## src/rtl/adc_axi_reg_read.sv

```systemverilog
// AXI-Lite read-only register port: IDLE -> FETCH -> RESP per read.
// ADC_AXI_RD_SLVERR_EN: unmapped reads answer SLVERR instead of OKAY.
module adc_axi_reg_read #(
  parameter int ADDR_W   = 8,
  parameter int NUM_REGS = 8
) (
  input  logic                     ACLK,
  input  logic                     ARESETN,
  input  logic [ADDR_W-1:0]        ARADDR,
  input  logic                     ARVALID,
  output logic                     ARREADY,
  output logic [31:0]              RDATA,
  output logic [1:0]               RRESP,
  output logic                     RVALID,
  input  logic                     RREADY,
  input  logic [NUM_REGS*32-1:0]   reg_rdata,
  output logic [NUM_REGS-1:0]      reg_rd_stb
);

  localparam int IW = ADDR_W - 2;

  localparam logic [1:0] S_IDLE  = 2'd0;
  localparam logic [1:0] S_FETCH = 2'd1;
  localparam logic [1:0] S_RESP  = 2'd2;

`ifdef ADC_AXI_RD_SLVERR_EN
  localparam logic [1:0] UNMAP_RESP = 2'b10;
`else
  localparam logic [1:0] UNMAP_RESP = 2'b00;
`endif

  logic [1:0]          state_q, state_d;
  logic                arready_q, arready_d;
  logic [IW-1:0]       idx_q, idx_d;
  logic [31:0]         rdata_q, rdata_d;
  logic [1:0]          rresp_q, rresp_d;
  logic [NUM_REGS-1:0] stb_q, stb_d;
  logic                mapped;
  logic [31:0]         sel_word;
  logic                unused_addr_lsb;

  // byte lanes inside a word carry no meaning for a word-wide register
  assign unused_addr_lsb = ^ARADDR[1:0];

  // decode whether the latched word index names a real register
  always_comb begin
    mapped = (32'(idx_q) < 32'(NUM_REGS));
  end

  // select the addressed register word from the flat bus
  always_comb begin
    sel_word = '0;
    for (int i = 0; i < NUM_REGS; i++) begin
      if (32'(idx_q) == 32'(i)) sel_word = reg_rdata[32*i +: 32];
    end
  end

  // read FSM next-state, data capture and completion strobe
  always_comb begin
    state_d = state_q;
    idx_d   = idx_q;
    rdata_d = rdata_q;
    rresp_d = rresp_q;
    stb_d   = '0;
    case (state_q)
      S_IDLE: begin
        if (ARVALID && arready_q) begin
          idx_d   = ARADDR[ADDR_W-1:2];
          state_d = S_FETCH;
        end
      end
      S_FETCH: begin
        state_d = S_RESP;
        if (mapped) begin
          rdata_d = sel_word;
          rresp_d = 2'b00;
        end else begin
          rdata_d = '0;
          rresp_d = UNMAP_RESP;
        end
      end
      S_RESP: begin
        if (RREADY) begin
          state_d = S_IDLE;
          for (int i = 0; i < NUM_REGS; i++) begin
            stb_d[i] = mapped && (32'(idx_q) == 32'(i));
          end
        end
      end
      default: state_d = S_IDLE;
    endcase
    arready_d = (state_d == S_IDLE);
  end

  // state and output registers; ARREADY stays low until the first edge out of reset
  always_ff @(posedge ACLK or negedge ARESETN) begin
    if (!ARESETN) begin
      state_q   <= S_IDLE;
      arready_q <= 1'b0;
      idx_q     <= '0;
      rdata_q   <= '0;
      rresp_q   <= 2'b00;
      stb_q     <= '0;
    end else begin
      state_q   <= state_d;
      arready_q <= arready_d;
      idx_q     <= idx_d;
      rdata_q   <= rdata_d;
      rresp_q   <= rresp_d;
      stb_q     <= stb_d;
    end
  end

  assign ARREADY    = arready_q;
  assign RVALID     = (state_q == S_RESP);
  assign RDATA      = rdata_q;
  assign RRESP      = rresp_q;
  assign reg_rd_stb = stb_q;

endmodule

```

## config.mk

```make
export PLATFORM = sky130hd
export DESIGN_NAME = adc_axi_reg_read
export DESIGN_NICKNAME = d
export VERILOG_FILES = /design/src/rtl/adc_axi_reg_read.sv
export SDC_FILE = /design/constraint.sdc
export NUM_CORES = 1
export LEC_CHECK = 0
export CORE_AREA = 4 4 121 123
export CTS_CLUSTER_DIAMETER = 80
export DETAILED_ROUTE_END_ITERATION = 8
export DIE_AREA = 0 0 125 127
export PLACE_DENSITY = 0.74
export REMOVE_ABC_BUFFERS = 1
export SLEW_MARGIN = 20
export SYNTH_ARGS = -nofsm -noshare
export SYNTH_HDL_FRONTEND = slang
export SYNTH_SLANG_ARGS = --single-unit
export TNS_END_PERCENT = 5
```

## constraint.sdc

```tcl
create_clock -name ACLK -period 2.4 [get_ports ACLK]
set_clock_uncertainty 0.05 [all_clocks]
set_input_delay 0.72 -clock ACLK [delete_from_list [all_inputs] [get_ports ACLK]]
set_output_delay 0.72 -clock ACLK [all_outputs]
set_load 0.03 [all_outputs]
```

## Word level (Yosys, flattened, before mapping)

Index checks and enable logic that the tools add are counted.

- Word-level logic and storage cells: 42
- Output and inout port bits: 44
- Bits in registers: 49

- $lt $le $gt $ge: 1
- Multiplexer cells: 14
- Equal/unequal tests: 9
- Reductions and logical operators: 13

Operators by type and width:

| operator | count |
|---|---|
| 2-to-1 mux 32 bit | 9 |
| equality test 6 x 3 -> 1 bit, second input constant | 4 |
| 2-to-1 mux 8 bit | 2 |
| equality test 6 x 2 -> 1 bit, second input constant | 2 |
| logical AND 1 bit | 9 |
| equality test 6 x 1 -> 1 bit, second input constant | 1 |
| logical NOT 6 bit | 1 |
| less-than comparator 6 x 4 -> 1 bit, second input constant | 1 |
| one-hot mux 2 bit (3 select lines) | 1 |
| logical NOT 2 bit | 2 |
| 2-to-1 mux 2 bit | 2 |
| equality test 2 x 1 -> 1 bit, second input constant | 1 |
| equality test 2 bit, second input constant | 1 |
| AND reduction 2 bit | 1 |

## Longest topological paths before layout

- Depth after elaboration: 10
- Depth in mapped cells: 7
- Depth with buffers taken out: 4

## Worst setup path after synthesis

No wires, ideal clock.

- Path kind: flip-flop to flip-flop
- Start point: register idx_q[4]
- End point: register rdata_q[20], in the netlist RDATA[20]
- Required time: 2.216 ns
- Library setup time: 0.134 ns
- Arrival: 1.775 ns
- Slack: 0.441 ns
- Cell stages (with the launch flop): 8
- Buffers on the path: 3
- Cells stage by stage: dfrtp_1 -> buf_6 -> or4b_1 -> buf_2 -> buf_6 -> or3_1 -> o311ai_1 -> o211ai_1

- Longest elaborated chain between the ends: 10
- Elaborated cells on any way between the ends: 18

Ends and longest elaborated chain:

| element | RTL line | source |
|---|---|---|
| from (decl) | 34 | `logic [IW-1:0] idx_q, idx_d;` |
| from (signal assigned) | 107 | `idx_q <= idx_d;` |
| logical NOT 6 bit | 54 | `if (32'(idx_q) == 32'(i)) sel_word = reg_rdata[32*i +: 32];` |
| 2-to-1 mux 32 bit (8 in a row) | 54 |  |
| 2-to-1 mux 32 bit * | 74 | `if (mapped) begin` |
| to (signal assigned) | 108 | `rdata_q <= rdata_d;` |
| to (decl) | 35 | `logic [31:0] rdata_q, rdata_d;` |

Mark *: on every way between the ends. The rest lies on a longest branch, timed or not.
A chain may end at the register's enable or synchronous reset.

## Worst setup path after layout

- Start point: register rdata_q[30], in the netlist RDATA[30]
- End point: output RDATA[30]

RTL lines:

| element | RTL line | source |
|---|---|---|
| to (decl) | 12 | `output logic [31:0] RDATA,` |

No word-level cell between the ends.

==> metrics <==
final instance area 7677 um2; leakage 2.803 nW; grt total ovfl 0; commonest cells in the netlist 49 x dfrtp_1, 34 x nand2_1, 33 x clkbuf_1; drt first-iter violations 507; postcts setup bufs 0; setup TNS 0 ps; outcome finished clean; nature of the critical path endpoint primary output; crit path max fanout 3; Total GRT Usage 0.2582; Async SR Flop Fraction 1.000; CTS tree yes; vias per cell 6.117; max cap viols 0; utilization after layout 0.5618; critical path cell sequence clkdlybuf4s50_1; # rows 43; crit-path leading delay family buffers and inverters; count leader, synth dfrtp_1; number of distinct library cells after synthesis 51; peak supply drop 0.0004345 V; Seq/Total Area, Yosys 0.2972; EDFF count, synth 0; RSZ-0062 raised after global routing no; Post-Syn Area 4125 um2; max-slew violations 0; Post-Synthesis Cells 442; ANT cells 0; Initial Util 0.3019; Yosys Warn Count 0; PortBufs 307; #FFs+latches synth 49; Die X-Extent 125 um; pwr/cell area 703.1 nW/um2; f_max 0.4577 GHz; final setup violation count 0; vias in the first global route 5844; top cell type by total area after synthesis dfrtp_1; startpoint types flip-flop; largest net degree at the start of global routing 51; final worst-path cycle share 0.9104; Std-Cell Core Area 13670 um2; Placer Congestion 0.9688; post-route ant nets 0; critical setup path kind flip-flop to primary output; Avg Cell Area, Syn 9.333 um2; hold_ws 365.6 ps; H-tree depth 2; Hold Crit Class primary input to asynchronous set/reset pin; Final Hold Viols 0; CTS max path bufs 2; Top FF cell, synth dfrtp_1; Clk Latency, worst-skew pair 300 ps; crit path DAT 1410 ps; antenna violations before repair 0; die height 127 um; Worst slew margin 0.5924; first-pass GRT wire length 33040 um; DRC 0; IO Pins 312; post-detail-place hpwl 16570 um; Yosys top cell area share 0.2972; CTS clk-pin slew, worst paths 80 ps; top cells by area, synth dfrtp_1 30%, mux2_2 7.4%, o221ai_1 6.2%, a222oi_1 5.6%, o311a_1 5.6%; fin nets 1003; drt first pass iters 8; via count 5603; Final Critical Period 2185 ps; routed wire length 21860 um; Placed Area 7533 um2; Required @ worst endpoint 1630 ps; fraction of layout cells with a size suffix above 1 0.1264; Sink Count 49; buffers and inverters on the worst path 1; Num CTS Buffers 5; CP peak stage delay 720 ps; Avg WL per Cell 23.86 um; clk root buf clkbuf_16; worst-margin pin slew 611.4 ps; Area Growth Syn to Fin 86.11%; crit path max-delay cell type clkdlybuf4s50_1; die area 15880 um2
report_power, final:
group	leakage (nW)	switching, mW	internal, mW
clock network	0.0671	0.346	0.390
registers	0.662	0.118	0.954
logic	2.07	1.97	1.62
total	2.80	2.44	2.96
state kept, by name, indices dropped and copies added (netlist names):
signal and cells:
reg_rd_stb 8, RDATA 32, idx_q 6, ARREADY 1, state_q 2
cell usage in the layout (no fill, tap or decap), types with 2 or more instances in the layout:
master	instances
clkdlybuf4s50_1	305
dfrtp_1	47
nand2_1	34
buf_4	31
o221ai_1	29
mux2_2	27
a22oi_1	24
a222oi_1	23
o311a_1	23
a221oi_1	22
a22o_1	22
nor3_1	14
nor2_1	13
o21ai_0	12
mux2i_1	10
and3_1	9
a21oi_1	7
buf_12	6
nand2b_1	5
or3_1	5
o211ai_1	5
clkbuf_16	5
o311ai_1	4
o211a_1	4
nand3_1	3
nor2b_1	3
mux4_2	3
inv_1	2
nor2b_2	2
nor2_4	2
o22ai_1	2
o221a_2	2
a32oi_1	2
conb_1	2
dfrtp_2	2
timing repair:
action	CTS	global route
hold buffers	0	0
endpoints found under the setup margin	1	0
resized for setup	1	0
final timing paths:
check	start	to	slack [ps]	depth (start not counted)
worst max-delay path	RDATA[30]	RDATA[30]	220	1
worst min-delay path	ARESETN	RDATA[15]	370	1
worst max register to register	idx_q[2]	RDATA[15]	240	7
worst min register to register	RDATA[3]	RDATA[3]	460	2
max in group asynchronous	ARESETN	idx_q[1]	1320	2
min in group ACLK	RDATA[3]	RDATA[3]	460	2
worst register-to-register path, stage by stage, from the launching register on:
cell	delay, ps
dfrtp_1	350
buf_4	250
nor4b_2	240
buf_4	240
nand2_1	290
buf_4	290
o221ai_1	200
a22oi_1	120
per-layer routing:
| metal | global-route usage | up-vias | wire, um |
|---|---|---|---|
| met1 | 0.3079 | 2730 | 8492 |
| met5 | 0 | - | 0 |
| met4 | 0.08865 | 0 | 633 |
| li1 | - | 2447 | - |
| met3 | 0.05644 | 42 | 1809 |
| met2 | 0.4606 | 384 | 10920 |
stage by stage:
step | cells | setup WS [ps] | power (mW)
2_1_floorplan | 384 | -927.8 | 2.907
3_3_place_gp | 908 | 172.7 | 4.561
3_5_place_dp | 908 | 152.6 | 4.647
4_1_cts | 916 | 210.8 | 5.388
5_1_grt | 916 | 92.04 | 5.672
6_report | 916 | 215.0 | 5.398
logic make-up (layout without fill, tap and decap cells):
kind of cell | after synthesis | after routing | share of synthesized area
and+or+nand+nor | 103 | 103 | 0.1307
AOI/OAI and AO/OA | 188 | 188 | 0.3897
other | 1 | 2 | 0.0009090
DFF | 49 | 49 | 0.2972
muxes | 40 | 40 | 0.1143
buffers and inverters | 61 | 354 | 0.06703
final cells by class:
class                      count  area (um2)
inverter                       2       7.507
tap                          180       225.2
timing repair buffer         344        3420
fill                        1254        5988
multi-input combinational    333        2651
clock buffer                   6       128.9
clock inverter                 2       16.27
sequential                    49        1229
Note: power is estimated with default switching activity, not from simulation.
